$ cat config.mk
export PLATFORM = sky130hd
export DESIGN_NAME = als_err_monitor_flat
export DESIGN_NICKNAME = d
export VERILOG_FILES = /design/src/rtl/als_err_monitor_if.sv /design/src/rtl/als_err_monitor.sv /design/src/flat_wrapper.sv
export SDC_FILE = /design/constraint.sdc
export NUM_CORES = 1
export LEC_CHECK = 0
export ABC_AREA = 0
export CAP_MARGIN = 5
export CORE_MARGIN = 5
export CORE_UTILIZATION = 45
export CTS_BUF_LIST = sky130_fd_sc_hd__clkbuf_16
export CTS_CLUSTER_DIAMETER = 60
export CTS_CLUSTER_SIZE = 24
export DETAILED_ROUTE_END_ITERATION = 16
export DONT_BUFFER_PORTS = 1
export MAX_ROUTING_LAYER = met4
export SETUP_SLACK_MARGIN = 0.5
export SYNTH_ARGS = -nofsm -noshare
export SYNTH_HDL_FRONTEND = slang
export SYNTH_SLANG_ARGS = --single-unit
$ cat constraint.sdc
create_clock -name clk -period 3.9 [get_ports clk]
set_input_delay 0.78 -clock clk [delete_from_list [all_inputs] [get_ports clk]]
set_output_delay 0.78 -clock clk [all_outputs]
set_load 0.03 [all_outputs]
$ cat src/rtl/als_err_monitor_if.sv
`default_nettype none
// ============================================================================
// Module      : als_err_monitor_if
// Description : Sample stream {A, B, approximate sum} with valid/ready.
// Revision    : 1.0 - initial release
// ============================================================================
interface als_err_monitor_if #(
    parameter int WIDTH = 16
);
    logic             s_valid;
    logic             s_ready;
    logic [WIDTH-1:0] s_in0;
    logic [WIDTH-1:0] s_in1;
    logic [WIDTH:0]   s_out;

    modport master (output s_valid, s_in0, s_in1, s_out, input s_ready);
    modport slave  (input s_valid, s_in0, s_in1, s_out, output s_ready);
endinterface
`default_nettype wire

$ cat src/rtl/als_err_monitor.sv
`default_nettype none
// ============================================================================
// Module      : als_err_monitor
// Description : Streaming error-metric collector for an approximate adder.
// Revision    : 1.0 - initial release
// ============================================================================
module als_err_monitor #(
    parameter int WIDTH   = 16,
    parameter int NSAMP_W = 20,
    parameter int SUM_W   = 40
) (
    input  wire logic               clk,
    input  wire logic               rst_n,
    input  wire logic               start,
    input  wire logic [NSAMP_W-1:0] num_samples,
    als_err_monitor_if.slave        s,
    output logic [NSAMP_W-1:0]      err_count,
    output logic [WIDTH:0]          max_ed,
    output logic [SUM_W-1:0]        sum_ed,
    output logic [NSAMP_W-1:0]      samples_done,
    output logic                    busy,
    output logic                    done
);

    typedef enum logic [1:0] {
        ST_IDLE  = 2'd0,
        ST_RUN   = 2'd1,
        ST_DRAIN = 2'd2,
        ST_DONE  = 2'd3
    } state_t;

    state_t             state_q, state_d;
    logic               s_ready_q, s_ready_d;
    logic [NSAMP_W-1:0] target_q, target_d;
    logic [NSAMP_W-1:0] acc_cnt_q, acc_cnt_d;

    logic               v1_q, v2_q;
    logic [WIDTH:0]     exact_q, approx_q, ed_q;

    logic [NSAMP_W-1:0] samples_done_q, samples_done_d;
    logic [NSAMP_W-1:0] err_count_q, err_count_d;
    logic [WIDTH:0]     max_ed_q, max_ed_d;
    logic [SUM_W-1:0]   sum_ed_q, sum_ed_d;

    logic               w_xfer;
    logic               w_clr;
    logic [WIDTH:0]     w_exact;
    logic [WIDTH:0]     w_ed;
    logic [SUM_W:0]     w_sum_ext;
    logic [NSAMP_W-1:0] w_acc_next;
    logic [NSAMP_W-1:0] w_done_next;

    assign w_xfer      = s.s_valid & s_ready_q;
    assign w_exact     = {1'b0, s.s_in0} + {1'b0, s.s_in1};
    assign w_ed        = (exact_q >= approx_q) ? (exact_q - approx_q) : (approx_q - exact_q);
    assign w_sum_ext   = {1'b0, sum_ed_q} + {{(SUM_W - WIDTH){1'b0}}, ed_q};
    assign w_acc_next  = acc_cnt_q + NSAMP_W'(1);
    assign w_done_next = samples_done_q + NSAMP_W'(v2_q);

    // Control FSM: start is only honoured when no run is in flight.
    always_comb begin
        state_d   = state_q;
        s_ready_d = s_ready_q;
        target_d  = target_q;
        acc_cnt_d = acc_cnt_q;
        w_clr     = 1'b0;
        case (state_q)
            ST_IDLE, ST_DONE: begin
                if (start) begin
                    w_clr     = 1'b1;
                    target_d  = num_samples;
                    acc_cnt_d = '0;
                    if (num_samples == '0) begin
                        state_d   = ST_DONE;
                        s_ready_d = 1'b0;
                    end else begin
                        state_d   = ST_RUN;
                        s_ready_d = 1'b1;
                    end
                end
            end
            ST_RUN: begin
                if (w_xfer) begin
                    acc_cnt_d = w_acc_next;
                    if (w_acc_next == target_q) begin
                        s_ready_d = 1'b0;
                        state_d   = ST_DRAIN;
                    end
                end
            end
            ST_DRAIN: begin
                // Leave on the edge that retires the final sample.
                if (w_done_next == target_q) begin
                    state_d = ST_DONE;
                end
            end
            default: state_d = ST_IDLE;
        endcase
    end

    always_comb begin
        samples_done_d = samples_done_q;
        err_count_d    = err_count_q;
        max_ed_d       = max_ed_q;
        sum_ed_d       = sum_ed_q;
        if (w_clr) begin
            samples_done_d = '0;
            err_count_d    = '0;
            max_ed_d       = '0;
            sum_ed_d       = '0;
        end else if (v2_q) begin
            samples_done_d = samples_done_q + NSAMP_W'(1);
            err_count_d    = err_count_q + NSAMP_W'(ed_q != '0);
            if (ed_q > max_ed_q) begin
                max_ed_d = ed_q;
            end
            sum_ed_d = w_sum_ext[SUM_W] ? {SUM_W{1'b1}} : w_sum_ext[SUM_W-1:0];
        end
    end

    always_ff @(posedge clk or negedge rst_n) begin
        if (!rst_n) begin
            state_q        <= ST_IDLE;
            s_ready_q      <= 1'b0;
            target_q       <= '0;
            acc_cnt_q      <= '0;
            v1_q           <= 1'b0;
            v2_q           <= 1'b0;
            exact_q        <= '0;
            approx_q       <= '0;
            ed_q           <= '0;
            samples_done_q <= '0;
            err_count_q    <= '0;
            max_ed_q       <= '0;
            sum_ed_q       <= '0;
        end else begin
            state_q        <= state_d;
            s_ready_q      <= s_ready_d;
            target_q       <= target_d;
            acc_cnt_q      <= acc_cnt_d;
            v1_q           <= w_xfer;
            if (w_xfer) begin
                exact_q  <= w_exact;
                approx_q <= s.s_out;
            end
            v2_q           <= v1_q & ~w_clr;
            if (v1_q) begin
                ed_q <= w_ed;
            end
            samples_done_q <= samples_done_d;
            err_count_q    <= err_count_d;
            max_ed_q       <= max_ed_d;
            sum_ed_q       <= sum_ed_d;
        end
    end

    assign s.s_ready    = s_ready_q;
    assign err_count    = err_count_q;
    assign max_ed       = max_ed_q;
    assign sum_ed       = sum_ed_q;
    assign samples_done = samples_done_q;
    assign busy         = (state_q == ST_RUN) || (state_q == ST_DRAIN);
    assign done         = (state_q == ST_DONE);

endmodule
`default_nettype wire

$ cat src/flat_wrapper.sv
// flat-port wrapper written by rule: the top's interface ports become plain ports
module als_err_monitor_flat 
#(
    parameter int WIDTH   = 16,
    parameter int NSAMP_W = 20,
    parameter int SUM_W   = 40
)
  (clk, rst_n, start, num_samples, err_count, max_ed, sum_ed, samples_done, busy, done, s_s_valid, s_s_in0, s_s_in1, s_s_out, s_s_ready);
  als_err_monitor_if #(.WIDTH(WIDTH)) s_i ();
  input  wire logic clk;
  input  wire logic rst_n;
  input  wire logic start;
  input  wire logic [NSAMP_W-1:0] num_samples;
  output logic [NSAMP_W-1:0] err_count;
  output logic [WIDTH:0] max_ed;
  output logic [SUM_W-1:0] sum_ed;
  output logic [NSAMP_W-1:0] samples_done;
  output logic busy;
  output logic done;
  input wire logic [$bits(s_i.s_valid)-1:0] s_s_valid;
  input wire logic [$bits(s_i.s_in0)-1:0] s_s_in0;
  input wire logic [$bits(s_i.s_in1)-1:0] s_s_in1;
  input wire logic [$bits(s_i.s_out)-1:0] s_s_out;
  output wire logic [$bits(s_i.s_ready)-1:0] s_s_ready;
  assign s_i.s_valid = s_s_valid;
  assign s_i.s_in0 = s_s_in0;
  assign s_i.s_in1 = s_s_in1;
  assign s_i.s_out = s_s_out;
  assign s_s_ready = s_i.s_ready;
  als_err_monitor #(.WIDTH(WIDTH), .NSAMP_W(NSAMP_W), .SUM_W(SUM_W)) u_core (.clk(clk), .rst_n(rst_n), .start(start), .num_samples(num_samples), .s(s_i), .err_count(err_count), .max_ed(max_ed), .sum_ed(sum_ed), .samples_done(samples_done), .busy(busy), .done(done));
endmodule
# Word-level counts from Yosys, hierarchy flattened

Cells that the tools add are included.

Register bits after elaboration: 193
Output and inout port bits: 100
Logic and storage cells: 75

Add/subtract/negate cells: 8
$lt $le $gt $ge: 2
Equal/unequal tests: 9
Multiplexer cells: 27
Bitwise gates (word level): 3
Reductions and logical operators: 13

Operators with widths:

| operator                | number |
|---|---|
| $mux W20                | 6 |
| $mux W40                | 3 |
| $mux W17                | 4 |
| $add A40 B17 Y41        | 1 |
| $add A20 B1 Y20         | 2 |
| $add A20 B1 Y20 const B | 2 |
| $eq A20 B20 Y1          | 2 |
| $pmux W20 S2            | 1 |
| $sub A17 B17 Y17        | 2 |
| $logic_not A20 Y1       | 1 |
| $add A16 B16 Y17        | 1 |
| $ge A17 B17 Y1          | 1 |
| $gt A17 B17 Y1          | 1 |
| $reduce_bool A17 Y1     | 1 |
| $mux W2                 | 5 |
| $reduce_and A4 Y1       | 2 |
| $mux W1                 | 6 |
| $ne A2 B1 Y1 const B    | 3 |
| $pmux W2 S3             | 1 |
| $reduce_bool A2 Y1      | 3 |
| $eq A2 B2 Y1 const B    | 2 |
| $reduce_and A2 Y1       | 2 |
| $reduce_and A3 Y1       | 1 |
| $and A1 B1 Y1           | 2 |
| other kinds (7)         | 7 |

# Logic depth before layout (Yosys ltp)

Gate-level depths: netlist of the first run.

Depth after elaboration: 5
Mapped depth: 13
Gate-level depth less buffers: 12

# Worst setup path after synthesis of the first run

No wires, ideal clock.

Path type: register to register
From: register u_core.sum_ed_q[0] (netlist: u_core.sum_ed[0])
To: register u_core.sum_ed_q[10] (netlist: u_core.sum_ed[10])
Library setup time: 0.141 ns
Data arrival time: 2.987 ns
Data required time: 3.759 ns
Slack: 0.772 ns
Cell stages (with the launch flop): 12
Path buffers: 2
Period minus slack after synthesis: 3.128 ns
Cell sequence: dfrtp_1 ha_1 fa_1 a21oi_1 o22ai_1 o211ai_1 o21ai_1 a211o_1 nand3_1 clkbuf_1 buf_1 a31oi_1

Longest elaborated chain between the ends: 4

Ends and longest elaborated chain:

| element                | line                   | source |
|---|---|---|
| start, declared        | als_err_monitor.sv:43  | `logic [SUM_W-1:0] sum_ed_q, sum_ed_d;` |
| start signal, assigned | als_err_monitor.sv:153 | `sum_ed_q <= sum_ed_d;` |
| $add A40 B17 Y41       | als_err_monitor.sv:56  | `assign w_sum_ext = {1'b0, sum_ed_q} + {{(SUM_W - WIDTH){1'b0}}, ed_q};` |
| $mux W40               | als_err_monitor.sv:117 | `sum_ed_d = w_sum_ext[SUM_W] ? {SUM_W{1'b1}} : w_sum_ext[SUM_W-1:0];` |
| $mux W40               | als_err_monitor.sv:111 | `end else if (v2_q) begin` |
| $mux W40               | als_err_monitor.sv:106 | `if (w_clr) begin` |

Every way passes these cells. The select of a mux whose other input is x is not followed.
A chain may end at the register's enable or synchronous reset.

# Worst setup path in the final report of the first run

From: register u_core.samples_done_q[0] (netlist: u_core.samples_done[0])
To: register u_core.state_q[1]

Longest elaborated chain between the ends: 4

Ends and longest elaborated chain:

| element                            | line                   | source |
|---|---|---|
| start, declared                    | als_err_monitor.sv:40  | `logic [NSAMP_W-1:0] samples_done_q, samples_done_d;` |
| start signal, assigned             | als_err_monitor.sv:150 | `samples_done_q <= samples_done_d;` |
| $add A20 B1 Y20                    | als_err_monitor.sv:58  | `assign w_done_next = samples_done_q + NSAMP_W'(v2_q);` |
| $eq A20 B20 Y1                     | als_err_monitor.sv:93  | `if (w_done_next == target_q) begin` |
| $ne A2 B1 Y1 (no source line)      | --                     |  |
| $reduce_and A4 Y1 (no source line) | --                     |  |
| end signal, assigned               | als_err_monitor.sv:137 | `state_q <= state_d;` |
| end, declared                      | als_err_monitor.sv:32  | `state_t state_q, state_d;` |

Every way passes these cells.

==> impl_metrics.toml, run 1 <==
[outcome]
outcome = "finished clean"

[layout]
layout_common_cells = "dfrtp_1, nand2_1, o21ai_0, nor2_1, ha_1"
layout.cells.most_common = "dfrtp_1"
fillers = 2751
drive_gt1_frac = 0.0639
fin_cells = 1901
antennaDiodeCount = 0
fin_area_mm2 = 0.0141
final_util = 0.490
syn2layout_area_growth_pct = 7.49
nets = 1674
regArea_mm2 = 0.00483
multi_input_area_mm2 = 0.00772

[power_and_ir_drop]
total_power_mw = 12.2
irDropWorstVdd_uv = 480
power_density_mw_per_mm2 = 864
p_leak_nw = 6.09

[clock_tree]
clock_sinks = 193
cts_buffer_depth = 2
clkTransAtPathRegs_ns = 0.08
clkLatencyLatePin_ns = 0.44
numCtsBuffers = 17
clockRootBuffer = "clkbuf_16"
cts_tree = "done"
hold_buffers = 0
htreeDepth = 4

[critical_path]
worstPathRequired_ns = 4.23
crit_fanout = 10
worstPathArrival_ns = 3.55
startpoint_type = "flip-flop"
path_class = "flip-flop to flip-flop"
critPathCaptureType = "flip-flop"

[placement]
gp_congestion = 0.913
io_buffers = 0
dp_cells = 1863
dpl_cell_area_mm2 = 0.0134
pre_cts_slack_ns = 0.362
hpwlAfterDp_um = 25200

[synth]
synth_edf_count = 0
async_flop_share = 1.00
synth_flop_cell = "dfrtp_1"
ys_seq_area_frac = 0.368
avgSynthCellArea_um2 = 8.52
synth_area_mm2 = 0.0131
ys_ff_latch = 193
syn_nets = 1711
netlist_instances = 1541
synth_cell_type_count = 81
yosys_warnings = 0

[sta]
rsz0062_at_grt = "false"
slew_headroom = 0.341
fin_skew_ns = 0.0137
worst_slew_pin_slew_ns = 0.988
fmax_mhz = 311
finalCriticalPeriod_ns = 3.22
final-hold-violation-count = 0
tns_ns = 0
hold_ws_ns = 0.0324
setup_viol = 0
fin_crit_sh = 0.826
slew_viol_final = 0
worst_slack_ns = 0.680

[detailed_routing]
vias_per_cell = 5.76
routed_wl_um = 34700
drt_pass1_iterations = 5
vias = 11000
route.detailed.drc = 0
drt-initial-drc-count = 687
detail_route.wl_per_cell_um = 18.2
drtAntennaViolNets = 0

[floorplan]
rows = 62
die_y_um = 181
core_mm2 = 0.0288
initial_core_util = 0.456
ios = 173
dieArea_mm2 = 0.0327
die_x_um = 181

[global_routing]
grt_max_degree = 194
grt-ovfl-total = 0
first_global_vias = 10500
grt_use_total = 0.214
grt_first_pass_wirelength_um = 56200
antenna_found_initial = 0

[min_path]
hp-class = "input pin to asynchronous set/reset pin"

[flow_run]
drv_cap = 0
[worst paths after layout]
kind / start / end / slack, ns / cells past startpoint
max: u_core.samples_done[0] / u_core.state_q[1] / 0.68 / 11
min: rst_n / u_core.state_q[1] / 0.03 / 0
max reg2reg: u_core.samples_done[0] / u_core.state_q[1] / 0.68 / 11
min reg2reg: u_core.exact_q[6] / u_core.exact_q[6] / 0.52 / 2
max in group asynchronous: rst_n / u_core.sum_ed[0] / 3.25 / 0
min in group clk: num_samples[4] / u_core.target_q[4] / 0.45 / 2
[where the power goes]
| group | switching (mW) | internal (mW) | total, mW |
|---|---|---|---|
| Combinational | 3.85 | 2.80 | 6.65 |
| Sequential | 1.12 | 2.57 | 3.69 |
| Clock | 0.836 | 1.02 | 1.85 |
[final cells by class]
type                            count  area share
Inverter                           79      0.0210
Sequential cell                   193       0.342
Multi-Input combinational cell   1191       0.547
Clock inverter                     15      0.0129
Clock buffer                       17      0.0301
Timing Repair Buffer               22      0.0126
Tap cell                          384      0.0340
[cell families (layout without fill, tap and decap cells)]
kind of cell               Yosys count  in the layout  share of synthesized area
and+or+nand+nor                    559            559                      0.205
DFF                                193            193                      0.368
xor gates and xnor gates           116            116                     0.0774
muxes                               23             23                     0.0185
adders and majority gates           98             98                     0.0955
buffers and inverters              157            133                     0.0479
AOI/OAI and AO/OA                  395            395                      0.188
[synth_stat cells, types with 7 or more instances]
cell | number | area share
a211oi_1 | 14 | 0.0080
clkbuf_1 | 47 | 0.013
nor3_1 | 40 | 0.015
o21a_1 | 12 | 0.0069
and4_1 | 9 | 0.0060
nor2b_1 | 15 | 0.0071
a21o_1 | 20 | 0.011
o41ai_1 | 9 | 0.0060
mux2i_1 | 16 | 0.012
a31oi_1 | 31 | 0.015
nand2_1 | 190 | 0.054
o211ai_1 | 7 | 0.0040
nand4_1 | 35 | 0.017
or3_1 | 14 | 0.0067
or2_2 | 8 | 0.0038
and2_1 | 8 | 0.0038
a21oi_1 | 81 | 0.031
o21ai_0 | 145 | 0.055
and3_1 | 17 | 0.0081
o31ai_1 | 14 | 0.0080
dfrtp_1 | 193 | 0.37
ha_1 | 93 | 0.089
buf_2 | 22 | 0.0084
nor4_1 | 11 | 0.0052
xnor2_1 | 61 | 0.041
inv_1 | 77 | 0.022
nand2b_1 | 13 | 0.0062
nand3_1 | 64 | 0.024
a311oi_1 | 9 | 0.0060
xor2_1 | 55 | 0.037
nor2_1 | 116 | 0.033
[flip-flops by register name, indices dropped and copies added, names as in the netlist]
signal               flops
u_core.sum_ed           40
u_core.acc_cnt_q        20
u_core.err_count        20
u_core.samples_done     20
u_core.target_q         20
u_core.approx_q         17
u_core.ed_q             17
u_core.exact_q          17
u_core.max_ed           17
u_core.state_q           2
u_core.s.s_ready         1
u_core.v1_q              1
u_core.v2_q              1
[what timing repair did]
item | in CTS | in global routing
endpoints found under the setup margin | 7 | 28
buffers inserted | 1 | 5
resized for setup | 1 | 9
pin swaps | 2 | 2
[metal layers]
metal / track usage / vias up / wire [µm]
met4: 0.0599 / 0 / 812
met3: 0.0493 / 45 / 1830
li1: - / 5423 / -
met5: - / - / 0
met1: 0.273 / 5257 / 15400
met2: 0.344 / 225 / 16700
[worst max-delay path, cell delays in order, from the launching register on]
cell and delay (ns):
dfrtp_1 0.36, ha_1 0.22, ha_1 0.29, nand2_1 0.28, nor3_1 0.26, xnor2_1 0.10
a2111oi_0 0.40, nand4_1 0.17, nor3_1 0.21, nand4_1 0.24, a21o_1 0.29, mux2_4 0.29
Note: power is estimated with default switching activity, not from simulation.
==> inputs of run 2 (changes only) <==
==> constraint.sdc (replaced) <==
create_clock -name clk -period 3.2 [get_ports clk]
set_input_delay 0.64 -clock clk [delete_from_list [all_inputs] [get_ports clk]]
set_output_delay 0.64 -clock clk [all_outputs]
set_load 0.03 [all_outputs]
==> run 2 against run 1 <==
The run now ends with hold timing left; sequential share of layout area is 3.8 points lower; wire length rose by 11%; sequential power rose by 20%; via count grew 7.2%; first-iteration DRC count fell by 5.4%; final area grew 13%; combinational power grew 74%; critical path type unchanged; largest power group unchanged.
==> impl_metrics.toml, run 2 (synthesized netlist as in run 1, its figures left out) <==
[outcome]
outcome = "finished, violations left"
violations = "hold timing"

[floorplan]
initial_core_util = 0.456
core_mm2 = 0.0288
dieArea_mm2 = 0.0327
die_y_um = 181
ios = 173
die_x_um = 181
rows = 62

[clock_tree]
htreeDepth = 4
clockRootBuffer = "clkbuf_16"
cts_buffer_depth = 2
clkTransAtPathRegs_ns = 0.08
clock_sinks = 193
clkLatencyLatePin_ns = 0.45
cts_tree = "done"
numCtsBuffers = 17

[sta]
hold_ws_ns = -0.104
fin_crit_sh = 0.929
worst_slew_pin_slew_ns = 0.922
setup_viol = 0
finalCriticalPeriod_ns = 2.97
final-hold-violation-count = 193
fmax_mhz = 336
slew_viol_final = 0
rsz0062_at_grt = "true"
worst_slack_ns = 0.227
slew_headroom = 0.383
fin_skew_ns = 0.0173
tns_ns = 0

[placement]
gp_congestion = 0.916
dpl_cell_area_mm2 = 0.0140
dp_cells = 1923
pre_cts_slack_ns = -0.109
hpwlAfterDp_um = 26900
io_buffers = 0

[detailed_routing]
routed_wl_um = 38500
vias = 11700
route.detailed.drc = 0
drt_pass1_iterations = 5
vias_per_cell = 5.80
drtAntennaViolNets = 0
drt-initial-drc-count = 650
detail_route.wl_per_cell_um = 19.0

[power_and_ir_drop]
total_power_mw = 18.1
power_density_mw_per_mm2 = 1130
p_leak_nw = 6.86
irDropWorstVdd_uv = 687

[critical_path]
worst-path-buf-inv = 3
reg2reg_from = "u_core.exact_q[4]"
worstPathArrival_ns = 3.30
path_class = "flip-flop to flip-flop"
critPathCaptureType = "flip-flop"
cp_cell_sequence = "ha_4 > buf_4 > nand3_1 > a21oi_1 > o211ai_1 > buf_4 > o31ai_4 > buf_6 > mux2_4 > a31oi_1 > o21ai_1 > xor2_1 > mux2_4"
startpoint_type = "flip-flop"
crit_family = "compound AO/OA/AOI/OAI gates"
reg2reg_depth = 13
r2r_end = "u_core.ed_q[14]"
timing.critical_path.slowest_stage_cell = "dfrtp_1"
worstPathRequired_ns = 3.53
reg2reg_slack_ns = 0.23
crit_path_max_incr_delay_ns = 0.43
crit_fanout = 5

[global_routing]
grt_use_total = 0.235
grt-ovfl-total = 0
first_global_vias = 11500
grt_first_pass_wirelength_um = 62000
grt_max_degree = 194
antenna_found_initial = 0

[layout]
syn2layout_area_growth_pct = 21.8
drive_gt1_frac = 0.215
layout_common_cells = "nand2_1, dfrtp_1, o21ai_0, buf_4, nor2_1"
fin_area_mm2 = 0.0160
final_util = 0.555
layout.cells.most_common = "nand2_1"
fin_cells = 2024
antennaDiodeCount = 0
largest_register_ff_count = 40
nets = 1797

[min_path]
hp-class = "input pin to asynchronous set/reset pin"

[flow_run]
drv_cap = 0
==> run 2: cell types whose count changed in the layout (fill, tap and decap cells not counted), sizes merged <==
cell and delta:
buf +121, bufinv -3, inv +2, o31ai +2, clkinv +1
==> run 2: how the worst max path moves through the flow <==
stage                                  start                 end  slack [ns]  cells after the start
final                      u_core.exact_q[4]     u_core.ed_q[14]        0.23                     13
after global routing       u_core.exact_q[4]     u_core.ed_q[14]        0.14                     13
after CTS                  u_core.exact_q[4]     u_core.ed_q[14]        0.36                     12
after detailed placement  u_core.approx_q[4]     u_core.ed_q[14]       -0.11                     11
after global placement    u_core.approx_q[2]     u_core.ed_q[14]        -0.1                     11
after floorplan                   s_s_in1[0]  u_core.exact_q[14]        0.51                     12
==> run 2: where the power goes <==
part           internal, mW  total, mW  switching, mW
logic                  5.39       11.6           6.17
registers              3.16       4.43           1.26
clock network          1.02       2.09           1.07
total                  9.57       18.1           8.50
==> run 2: layer usage <==
metal | vias to the layer above | GRT usage | share of wire
li1 | 5661 | - | -
met1 | 5769 | 0.293 | 0.43
met2 | 261 | 0.400 | 0.51
met3 | 43 | 0.0424 | 0.040
met4 | 0 | 0.0547 | 0.019
met5 | - | - | 0
==> run 2: area by class of cell <==
class	count	area (µm²)
multi-input combinational	1193	8590
clock inverter	15	130
timing repair buffer	143	1200
clock buffer	17	425
inverter	79	297
tap	384	480
sequential	193	4860
fill	2616	12800
==> run 2: worst register-to-register path, stage by stage, from the launching register on <==
cell and delay (ns):
dfrtp_1 0.43, ha_4 0.30, buf_4 0.11, nand3_1 0.07, a21oi_1 0.22, o211ai_1 0.23
buf_4 0.20, o31ai_4 0.19, buf_6 0.18, mux2_4 0.31, a31oi_1 0.14, o21ai_1 0.10
xor2_1 0.14, mux2_4 0.26
==> run 2: timing repair <==
action	in CTS	in global routing
buffers inserted	53	13
endpoints found under the setup margin	70	79
pin swaps	61	57
gates resized for setup	135	63
endpoints found under the hold margin	193	193
cloned	3	0
